$ cat config.mk
export PLATFORM = sky130hd
export DESIGN_NAME = multicycle_control_unit
export DESIGN_NICKNAME = d
export VERILOG_FILES = /design/src/rtl/multicycle_control_unit_pkg.sv /design/src/rtl/multicycle_control_unit_alu_decoder.sv /design/src/rtl/multicycle_control_unit.sv
export SDC_FILE = /design/constraint.sdc
export NUM_CORES = 1
export LEC_CHECK = 0
export BUFFER_PORTS_ARGS = -buffer_cell sky130_fd_sc_hd__buf_2
export CAP_MARGIN = 20
export CORE_UTILIZATION = 47
export CTS_CLUSTER_DIAMETER = 150
export CTS_CLUSTER_SIZE = 20
export DETAILED_ROUTE_END_ITERATION = 16
export PLACE_DENSITY = 0.79
export SLEW_MARGIN = 20
export SYNTH_ARGS = -nofsm -noshare
export SYNTH_HDL_FRONTEND = slang
export SYNTH_SLANG_ARGS = --single-unit
$ cat constraint.sdc
create_clock -name clk -period 2.3 [get_ports clk]
set_clock_uncertainty 0.15 [all_clocks]
set_input_delay 0.46 -clock clk [delete_from_list [all_inputs] [get_ports clk]]
set_output_delay 0.46 -clock clk [all_outputs]
set_load 0.02 [all_outputs]
$ cat src/rtl/multicycle_control_unit_pkg.sv
// Shared types and codes for the multicycle RV32I controller.
// Holds FSM states, opcodes, mux-select codes and the per-state control word.
package multicycle_control_unit_pkg;

  typedef enum logic [3:0] {
    S_FETCH,
    S_DECODE,
    S_MEMADR,
    S_MEMREAD,
    S_MEMWB,
    S_MEMWRITE,
    S_EXECR,
    S_EXECI,
    S_ALUWB,
    S_BRANCH,
    S_JAL,
    S_JALR_ADR,
    S_JALR_JMP,
    S_LUI,
    S_TRAP
  } state_t;

  localparam logic [6:0] OP_LOAD   = 7'b0000011;
  localparam logic [6:0] OP_STORE  = 7'b0100011;
  localparam logic [6:0] OP_RTYPE  = 7'b0110011;
  localparam logic [6:0] OP_ITYPE  = 7'b0010011;
  localparam logic [6:0] OP_BRANCH = 7'b1100011;
  localparam logic [6:0] OP_JAL    = 7'b1101111;
  localparam logic [6:0] OP_JALR   = 7'b1100111;
  localparam logic [6:0] OP_LUI    = 7'b0110111;

  typedef enum logic [1:0] {
    ALUOP_ADD   = 2'b00,
    ALUOP_SUB   = 2'b01,
    ALUOP_FUNCT = 2'b10
  } alu_op_t;

  localparam logic [2:0] ALU_ADD = 3'b000;
  localparam logic [2:0] ALU_SUB = 3'b001;
  localparam logic [2:0] ALU_AND = 3'b010;
  localparam logic [2:0] ALU_OR  = 3'b011;
  localparam logic [2:0] ALU_SLT = 3'b101;

  localparam logic [2:0] IMM_I = 3'b000;
  localparam logic [2:0] IMM_S = 3'b001;
  localparam logic [2:0] IMM_B = 3'b010;
  localparam logic [2:0] IMM_J = 3'b011;
  localparam logic [2:0] IMM_U = 3'b100;

  localparam logic [1:0] RES_ALUOUT    = 2'b00;
  localparam logic [1:0] RES_DATA      = 2'b01;
  localparam logic [1:0] RES_ALURESULT = 2'b10;

  localparam logic [1:0] SRCA_PC    = 2'b00;
  localparam logic [1:0] SRCA_OLDPC = 2'b01;
  localparam logic [1:0] SRCA_RS1   = 2'b10;
  localparam logic [1:0] SRCA_ZERO  = 2'b11;

  localparam logic [1:0] SRCB_RS2  = 2'b00;
  localparam logic [1:0] SRCB_IMM  = 2'b01;
  localparam logic [1:0] SRCB_FOUR = 2'b10;

  typedef struct packed {
    logic       adr_src;
    logic       mem_write;
    logic       reg_write;
    logic [1:0] result_src;
    logic [1:0] alu_src_a;
    logic [1:0] alu_src_b;
    alu_op_t    alu_op;
    logic       pc_update;
    logic       branch;
    logic       fetch;
    logic       done;
    logic       mem_wait_done;
  } ctrl_t;

  // Moore control word for a state; mem_ready-dependent bits are gated later.
  function automatic ctrl_t ctrl_of(state_t s);
    ctrl_t c;
    c = '0;
    case (s)
      S_FETCH: begin
        c.alu_src_a  = SRCA_PC;
        c.alu_src_b  = SRCB_FOUR;
        c.result_src = RES_ALURESULT;
        c.fetch      = 1'b1;
      end
      S_DECODE: begin
        c.alu_src_a = SRCA_OLDPC;
        c.alu_src_b = SRCB_IMM;
      end
      S_MEMADR, S_JALR_ADR: begin
        c.alu_src_a = SRCA_RS1;
        c.alu_src_b = SRCB_IMM;
      end
      S_MEMREAD: begin
        c.adr_src    = 1'b1;
        c.result_src = RES_ALUOUT;
      end
      S_MEMWB: begin
        c.result_src = RES_DATA;
        c.reg_write  = 1'b1;
        c.done       = 1'b1;
      end
      S_MEMWRITE: begin
        c.adr_src       = 1'b1;
        c.result_src    = RES_ALUOUT;
        c.mem_write     = 1'b1;
        c.mem_wait_done = 1'b1;
      end
      S_EXECR: begin
        c.alu_src_a = SRCA_RS1;
        c.alu_src_b = SRCB_RS2;
        c.alu_op    = ALUOP_FUNCT;
      end
      S_EXECI: begin
        c.alu_src_a = SRCA_RS1;
        c.alu_src_b = SRCB_IMM;
        c.alu_op    = ALUOP_FUNCT;
      end
      S_ALUWB: begin
        c.result_src = RES_ALUOUT;
        c.reg_write  = 1'b1;
        c.done       = 1'b1;
      end
      S_BRANCH: begin
        c.alu_src_a  = SRCA_RS1;
        c.alu_src_b  = SRCB_RS2;
        c.alu_op     = ALUOP_SUB;
        c.result_src = RES_ALUOUT;
        c.branch     = 1'b1;
        c.done       = 1'b1;
      end
      S_JAL, S_JALR_JMP: begin
        c.alu_src_a  = SRCA_OLDPC;
        c.alu_src_b  = SRCB_FOUR;
        c.result_src = RES_ALUOUT;
        c.pc_update  = 1'b1;
      end
      S_LUI: begin
        c.alu_src_a = SRCA_ZERO;
        c.alu_src_b = SRCB_IMM;
      end
      default: ;
    endcase
    return c;
  endfunction

endpackage

$ cat src/rtl/multicycle_control_unit_alu_decoder.sv
// ALU decoder: maps ALUOp plus funct fields to the ALU operation code.
// Only register-register ops (op[5]=1) may select subtract on funct3=000.
module multicycle_control_unit_alu_decoder
  import multicycle_control_unit_pkg::*;
#(
  parameter int ALU_CTRL_W = 3
) (
  input  logic [1:0]            alu_op,
  input  logic [2:0]            funct3,
  input  logic                  op5,
  input  logic                  funct7b5,
  output logic [ALU_CTRL_W-1:0] alu_control
);

  logic [2:0] code;

  always_comb begin
    code = ALU_ADD;
    unique case (1'b1)
      alu_op == ALUOP_SUB: code = ALU_SUB;
      alu_op == ALUOP_FUNCT: begin
        case (funct3)
          3'b000:  code = (op5 & funct7b5) ? ALU_SUB : ALU_ADD;
          3'b010:  code = ALU_SLT;
          3'b110:  code = ALU_OR;
          3'b111:  code = ALU_AND;
          default: code = ALU_ADD;
        endcase
      end
      default: code = ALU_ADD;
    endcase
  end

  assign alu_control = ALU_CTRL_W'(code);

endmodule

$ cat src/rtl/multicycle_control_unit.sv
// Moore-FSM controller for the multicycle RV32I datapath.
// Control word is registered from next state; handshake gating stays live.
module multicycle_control_unit
  import multicycle_control_unit_pkg::*;
#(
  parameter int ALU_CTRL_W      = 3,
  parameter int MEM_HANDSHAKE   = 1,
  parameter int ENABLE_BNE      = 1,
  parameter int TRAP_ON_ILLEGAL = 1
) (
  input  logic                  clk,
  input  logic                  reset,
  input  logic [6:0]            op,
  input  logic [2:0]            funct3,
  input  logic                  funct7b5,
  input  logic                  zero,
  input  logic                  mem_ready,
  output logic                  pc_write,
  output logic                  adr_src,
  output logic                  mem_write,
  output logic                  ir_write,
  output logic [1:0]            result_src,
  output logic [1:0]            alu_src_a,
  output logic [1:0]            alu_src_b,
  output logic                  reg_write,
  output logic [ALU_CTRL_W-1:0] alu_control,
  output logic [2:0]            imm_src,
  output logic                  instr_done,
  output logic                  illegal_instr
);

  state_t state;
  state_t state_nxt;
  state_t bad_state;
  ctrl_t  ctl;
  logic   rdy;
  logic   br_ok;
  logic   taken;
  logic   run;

  assign rdy = (MEM_HANDSHAKE != 0) ? mem_ready : 1'b1;
  assign br_ok = (funct3 == 3'b000) |
                 ((funct3 == 3'b001) & (ENABLE_BNE != 0));
  assign taken = funct3[0] ? ~zero : zero;
  assign bad_state = (TRAP_ON_ILLEGAL != 0) ? S_TRAP : S_FETCH;

  always_comb begin
    state_nxt = state;
    case (state)
      S_FETCH: if (rdy) state_nxt = S_DECODE;
      S_DECODE: begin
        unique case (1'b1)
          op == OP_LOAD:   state_nxt = S_MEMADR;
          op == OP_STORE:  state_nxt = S_MEMADR;
          op == OP_RTYPE:  state_nxt = S_EXECR;
          op == OP_ITYPE:  state_nxt = S_EXECI;
          op == OP_BRANCH: state_nxt = br_ok ? S_BRANCH : bad_state;
          op == OP_JAL:    state_nxt = S_JAL;
          op == OP_JALR:   state_nxt = S_JALR_ADR;
          op == OP_LUI:    state_nxt = S_LUI;
          default:         state_nxt = bad_state;
        endcase
      end
      S_MEMADR:   state_nxt = op[5] ? S_MEMWRITE : S_MEMREAD;
      S_MEMREAD:  if (rdy) state_nxt = S_MEMWB;
      S_MEMWRITE: if (rdy) state_nxt = S_FETCH;
      S_MEMWB, S_ALUWB, S_BRANCH: state_nxt = S_FETCH;
      S_EXECR, S_EXECI, S_LUI:    state_nxt = S_ALUWB;
      S_JAL, S_JALR_JMP:          state_nxt = S_ALUWB;
      S_JALR_ADR: state_nxt = S_JALR_JMP;
      S_TRAP:     state_nxt = S_TRAP;
      default:    state_nxt = S_FETCH;
    endcase
  end

  always_ff @(posedge clk) begin
    if (reset) begin
      state         <= S_FETCH;
      ctl           <= ctrl_of(S_FETCH);
      illegal_instr <= 1'b0;
    end else begin
      state <= state_nxt;
      ctl   <= ctrl_of(state_nxt);
      if (state_nxt == S_TRAP) illegal_instr <= 1'b1;
    end
  end

  // Reset must silence every enable in the cycle it is asserted.
  assign run = ~reset;

  assign pc_write   = run & (ctl.pc_update |
                             (ctl.branch & taken) |
                             (ctl.fetch & rdy));
  assign ir_write   = run & ctl.fetch & rdy;
  assign mem_write  = run & ctl.mem_write;
  assign reg_write  = run & ctl.reg_write;
  assign instr_done = run & (ctl.done | (ctl.mem_wait_done & rdy));
  assign adr_src    = ctl.adr_src;
  assign result_src = ctl.result_src;
  assign alu_src_a  = ctl.alu_src_a;
  assign alu_src_b  = ctl.alu_src_b;

  multicycle_control_unit_alu_decoder #(
    .ALU_CTRL_W(ALU_CTRL_W)
  ) u_alu_dec (
    .alu_op     (ctl.alu_op),
    .funct3     (funct3),
    .op5        (op[5]),
    .funct7b5   (funct7b5),
    .alu_control(alu_control)
  );

  always_comb begin
    imm_src = IMM_I;
    unique case (1'b1)
      op == OP_STORE:  imm_src = IMM_S;
      op == OP_BRANCH: imm_src = IMM_B;
      op == OP_JAL:    imm_src = IMM_J;
      op == OP_LUI:    imm_src = IMM_U;
      default:         imm_src = IMM_I;
    endcase
  end

endmodule

==> metrics.cfg, run 1 <==
[pwr]
p_clk_share_pct=10.3
p_sw_mw=0.6934
p_comb_share_pct=59.5
switching_share_pct=43.02
power_leakage_nw=0.7514
peakVddDrop_mv=0.5761
p_per_area_nw_per_um2=1001
seqPwrFrac_pct=30.1
internal-power_mw=0.9186

[final_layout]
finalNetCount=218
nFillCells=219
areaGrowthSynthToFinish_pct=27.30
mostFrequentLayoutCell=buf_2
drive_gt1_share_pct=36.50
multi_input_area_um2=780.7
final-instance-count-excl-fill=230
diodes=0
final_cell_mix=buf_2 (33), buf_4 (26), nor2_1 (21), dfxtp_1 (18), nand2_1 (9)
final-seq-area_um2=381.6

[synth]
syn_inst=155
synth_warnings=0
synth_top_cell_area_share_pct=30.07
synth-edff-count=0
netlist_area_um2=1265
yosysSeqAreaShare_pct=30.07
async_reset_ff_share_pct=0
synthFlopType=dfxtp_1
avgSynthCellArea_um2=8.161
ys_ff_latch=19
netlist_top_cells_area=dfxtp_1 (30%), nor2_1 (6.2%), buf_4 (3.6%)
ys_types=56
syn_nets=172
synth_area_leader_cell=dfxtp_1

[drt]
wl_um=3265
num_vias=1317
firstDrtPassIters=4
drc=0
viasPerCell=5.726
ant_nets=0
routedWlPerCell_um=14.20
drtIter0Drc=50

[worst_setup_path]
start_kind=input pin
worstSetupEndpointType=flop
cp.arrival_ns=2.32
worstSetupPathType=input pin to flop
crit_required_ns=2.35
crit_fanout=5

[placement]
portBuffers=33
dp_hpwl_um=2259
dpl.cell_count=222
gp_congestion=0.8366

[sta]
fin_crit_ns=2.271
finalCritPeriodShare_pct=98.74
slew_headroom_pct=76.14
maxSlewViolCount=0
tightest_slew_ns=0.3555
finalSetupViolCount=0
fmax_mhz=440.3
fin_setup_tns_ns=0
hold_violations=0

[global_routing]
antenna_found_initial=0
grt_pass1_wl_um=4843
grt_pass1_vias=1162
gr-usage-met3_pct=3.107
grt_remaining_overflow=0
grt_max_degree=22
grt_use_met1_pct=24.06
grt.total_usage_pct=22.91
busiest_layer=met2
grt.met2_usage_pct=45.47

[die]
ios=34
initial_core_util_pct=50.60
die_h_um=53.88
row_count=18
core_area_um2=2500
die_w_um=53.88
die-area_um2=2903

[clocking]
tritoncts=done
cts_num_sinks=19
cts_buffers=3
worstSkewPairLatency_ns=0.29
cts_buffer_depth=2
clkTransAtPathRegs_ns=0.11
htree_num_levels=1
hold_buffers=0
cts_root_buf=clkbuf_4

[worst_hold_path]
min_path_type=flop to flop

[run]
drv_cap=0

[status]
status=finished, final reports clean

power by group through the flow:
stage | Combinational [mW] | Sequential, mW | Clock (mW)
6_report | 0.960 | 0.486 | 0.166
5_1_grt | 1.05 | 0.499 | 0.190
4_1_cts | 0.887 | 0.483 | 0.169
3_5_place_dp | 0.878 | 0.489 | 0
3_3_place_gp | 0.847 | 0.487 | 0
2_1_floorplan | 0.658 | 0.460 | 0
cells in the mapped netlist, types with 3 or more instances:
cell       n
nor2_1    21
dfxtp_1   19
nand2_1    9
a21oi_1    7
clkbuf_1   7
buf_4      6
inv_1      6
nand3_1    5
nor2b_1    5
and3_1     4
buf_6      3
o211ai_1   3
o21ai_0    3
xor2_1     3
cell type report:
cell class | count | area share, %
Clock buffer | 3 | 1.399
Clock inverter | 1 | 0.3108
Inverter | 6 | 1.399
Multi-Input combinational cell | 112 | 48.48
Sequential cell | 19 | 23.70
Tap cell | 30 | 2.331
Timing Repair Buffer | 59 | 22.38
logic make-up after synthesis:
family | after synthesis | synth area share, %
xor+xnor | 4 | 2.770
fa+ha+maj | 2 | 1.978
flops | 19 | 30.07
compound gates | 39 | 23.05
buf+inv | 24 | 10.88
simple gates | 65 | 29.68
mux | 2 | 1.583
registers in the layout, indices dropped and copies added (netlist names):
signal and flops:
alu_src_b 2, state 4, ctl 7, result_src 2, illegal_instr 1, adr_src 1, alu_src_a 2
per-stage QoR:
stage	util [%]	area (um^2)	total power, mW	setup WS, ns	hold WS (ns)
2_1_floorplan	-	1271	1.118	0.001360	0.4122
3_3_place_gp	60.96	1524	1.334	-0.1055	0.3120
3_5_place_dp	60.96	1524	1.367	-0.1799	0.3407
4_1_cts	62.06	1551	1.540	0.04548	0.3751
5_1_grt	64.41	1610	1.734	-0.04480	0.4042
6_report	64.41	1610	1.612	0.02896	0.3611
critical path, cell delays in order:
cell,delay (ns)
buf_2,0.12
or4b_4,0.55
o211ai_1,0.26
o211ai_1,0.15
or3_1,0.38
o32a_1,0.30
o31ai_1,0.09
layer usage:
| metal | part of all wire (%) | vias up |
|---|---|---|
| li1 | - | 643 |
| met1 | 41 | 607 |
| met2 | 51 | 56 |
| met3 | 5.1 | 11 |
| met4 | 2.2 | 0 |
| met5 | 0 | - |
what timing repair did:
action                                  CTS  global route
endpoints found under the setup margin    0             2
gates resized for setup                   0             6
hold endpoints to repair                  0             0
buffers inserted                          0             4
final timing paths:
path                      start            end  slack, ns  cells after the start
setup / recovery          op[4]   alu_src_a[0]       0.03                      7
hold / removal    illegal_instr  illegal_instr       0.36                      2
setup reg to reg       state[3]   alu_src_a[0]       0.09                      7
hold reg to reg   illegal_instr  illegal_instr       0.36                      2
No activity file was read; power rests on OpenSTA's default activity.
==> run 2, diff against run 1 <==
--- a/config.mk
+++ b/config.mk
@@ -5,11 +5,11 @@
 export SDC_FILE = /design/constraint.sdc
 export NUM_CORES = 1
 export LEC_CHECK = 0
-export BUFFER_PORTS_ARGS = -buffer_cell sky130_fd_sc_hd__buf_2
-export CAP_MARGIN = 20
+export BUFFER_PORTS_ARGS = -buffer_cell sky130_fd_sc_hd__clkbuf_2
+export CAP_MARGIN = 5
 export CORE_UTILIZATION = 47
 export CTS_CLUSTER_DIAMETER = 150
-export CTS_CLUSTER_SIZE = 20
+export CTS_CLUSTER_SIZE = 28
 export DETAILED_ROUTE_END_ITERATION = 16
 export PLACE_DENSITY = 0.79
 export SLEW_MARGIN = 20
==> metrics.cfg, run 2 (same netlist as run 1, synthesis figures left out) <==
[final_layout]
final_cell_mix=clkbuf_2 (33), buf_4 (23), nor2_1 (21), dfxtp_1 (19), nand2_1 (9)
largest_reg_flops=7  ; unchanged
regMostFlops=ctl
multi_input_area_um2=753.2  ; -3.5%
areaGrowthSynthToFinish_pct=23.24
final_util_pct=62.36  ; -2.1 points
nFillCells=218  ; -0.46%
drive_gt1_share_pct=33.50  ; -3.0 points
diodes=0  ; unchanged
final-seq-area_um2=380.4  ; -0.33%
mostFrequentLayoutCell=clkbuf_2
top_regs=ctl: 7 flops, state: 4 flops
finalNetCount=215  ; -1.4%

[sta]
fmax_mhz=453.3  ; +2.9%
setup_ws_ns=0.09382  ; +0.06486 ns
slew_headroom_pct=73.43  ; -2.7 points
rsz0062_at_grt=false
fin_setup_tns_ns=0  ; unchanged
maxSlewViolCount=0  ; unchanged
finalSetupViolCount=0  ; unchanged
hold_violations=0  ; unchanged
finalCritPeriodShare_pct=95.92  ; -2.8 points
fin_crit_ns=2.206  ; -0.06486 ns
tightest_slew_ns=0.3985  ; +0.04306 ns

[die]
die_h_um=53.88  ; unchanged
initial_core_util_pct=50.60  ; unchanged
ios=34  ; unchanged
die-area_um2=2903  ; unchanged
row_count=18  ; unchanged
die_w_um=53.88  ; unchanged
core_area_um2=2500  ; unchanged

[drt]
viasPerCell=5.674  ; -0.91%
ant_nets=0  ; unchanged
num_vias=1288  ; -2.2%
firstDrtPassIters=4  ; unchanged
drc=0  ; unchanged
routedWlPerCell_um=13.47  ; -5.1%
wl_um=3058  ; -6.3%
drtIter0Drc=24  ; -52%

[clocking]
htree_num_levels=1  ; unchanged
cts_buffer_depth=2  ; unchanged
cts_root_buf=clkbuf_4
cts_buffers=3  ; unchanged
worstSkewPairLatency_ns=0.30  ; about the same
cts_resized=0  ; unchanged
clkTransAtPathRegs_ns=0.11  ; about the same
post_cts_buffers=0  ; unchanged
tritoncts=done
cts_num_sinks=19  ; unchanged
hold_buffers=0  ; unchanged

[worst_hold_path]
min_path_type=flop to flop

[placement]
portBuffers=33  ; unchanged
gp_congestion=0.8298  ; -0.81%
pre_cts_ws_ns=-0.1914  ; -0.01148 ns
dp_hpwl_um=2333  ; +3.3%

[worst_setup_path]
start_kind=input pin
cp-startpoint=op[4]
worstSetupEndpointType=flop
worstSetupPathType=input pin to flop
r2r_end=alu_src_b[0]
cp.arrival_ns=2.28  ; -0.04 ns
crit_required_ns=2.37  ; +0.02 ns
endpoint=alu_src_a[0]
reg2reg_depth=7  ; unchanged
r2r_setup_slack_ns=0.19  ; +0.10 ns
crit_fanout=4  ; -1
regToRegStartpoint=state[2]

[global_routing]
grt_max_degree=22  ; unchanged
grt.total_usage_pct=22.72  ; -0.19 points
grt_remaining_overflow=0  ; unchanged
grt_pass1_wl_um=4809  ; -0.70%
grt_pass1_vias=1171  ; +0.77%
antenna_found_initial=0  ; unchanged

[run]
drv_cap=0  ; unchanged

[pwr]
power_leakage_nw=0.7159  ; -4.7%
peakVddDrop_mv=0.6764  ; +17%
p_per_area_nw_per_um2=1003  ; +0.20%

[status]
status=finished, final reports clean

run 2: changes by cell type in the layout (fill, tap and decap cells not counted), sizes merged:
cell    change
buf        -36
clkbuf     +33
run 2: cell type report:
class,count,share of cell area (%)
clock buffers,3,1.445
multi-input cells,112,48.31
clock inverters,1,0.3210
inverters,6,1.445
repair buffers,56,21.67
flip-flops and latches,19,24.40
well taps,30,2.408
run 2: worst min-delay path by stage:
stage,cells after the start,startpoint,end,slack [ns]
CTS,2,illegal_instr,illegal_instr,0.35
floorplan,3,state[2],alu_src_a[1],0.41
detailed placement,2,illegal_instr,illegal_instr,0.32
global placement,2,illegal_instr,illegal_instr,0.32
global route,2,illegal_instr,illegal_instr,0.38
finish,2,illegal_instr,illegal_instr,0.34
run 2: per-layer routing:
metal / GRT usage, % / up-vias / routed length [um]
met5: 0 / - / 0
met1: 23.51 / 601 / 1286
li1: - / 639 / -
met4: 7.456 / 0 / 44
met3: 3.390 / 6 / 150
met2: 45.27 / 42 / 1576
run 2: stage by stage:
step / std cells / hold WS (ns) / area (um^2) / total power, mW
CTS: 227 / 0.3494 / 1559 / 1.560
global placement: 223 / 0.3176 / 1531 / 1.346
floorplan: 155 / 0.4122 / 1271 / 1.118
global route: 227 / 0.3752 / 1559 / 1.673
detailed placement: 223 / 0.3157 / 1531 / 1.385
finish: 227 / 0.3387 / 1559 / 1.564
run 2: critical path: stages:
cell and delay [ns]:
clkbuf_2 0.11, or4b_1 0.55, o211ai_1 0.26, o211ai_1 0.16, or3_1 0.38, o32a_1 0.30
o31ai_1 0.06
run 2: power breakdown:
part	switching (mW)	total (mW)	internal [mW]
Combinational	0.499	0.909	0.410
Clock	0.106	0.170	0.0648
Sequential	0.0681	0.484	0.416
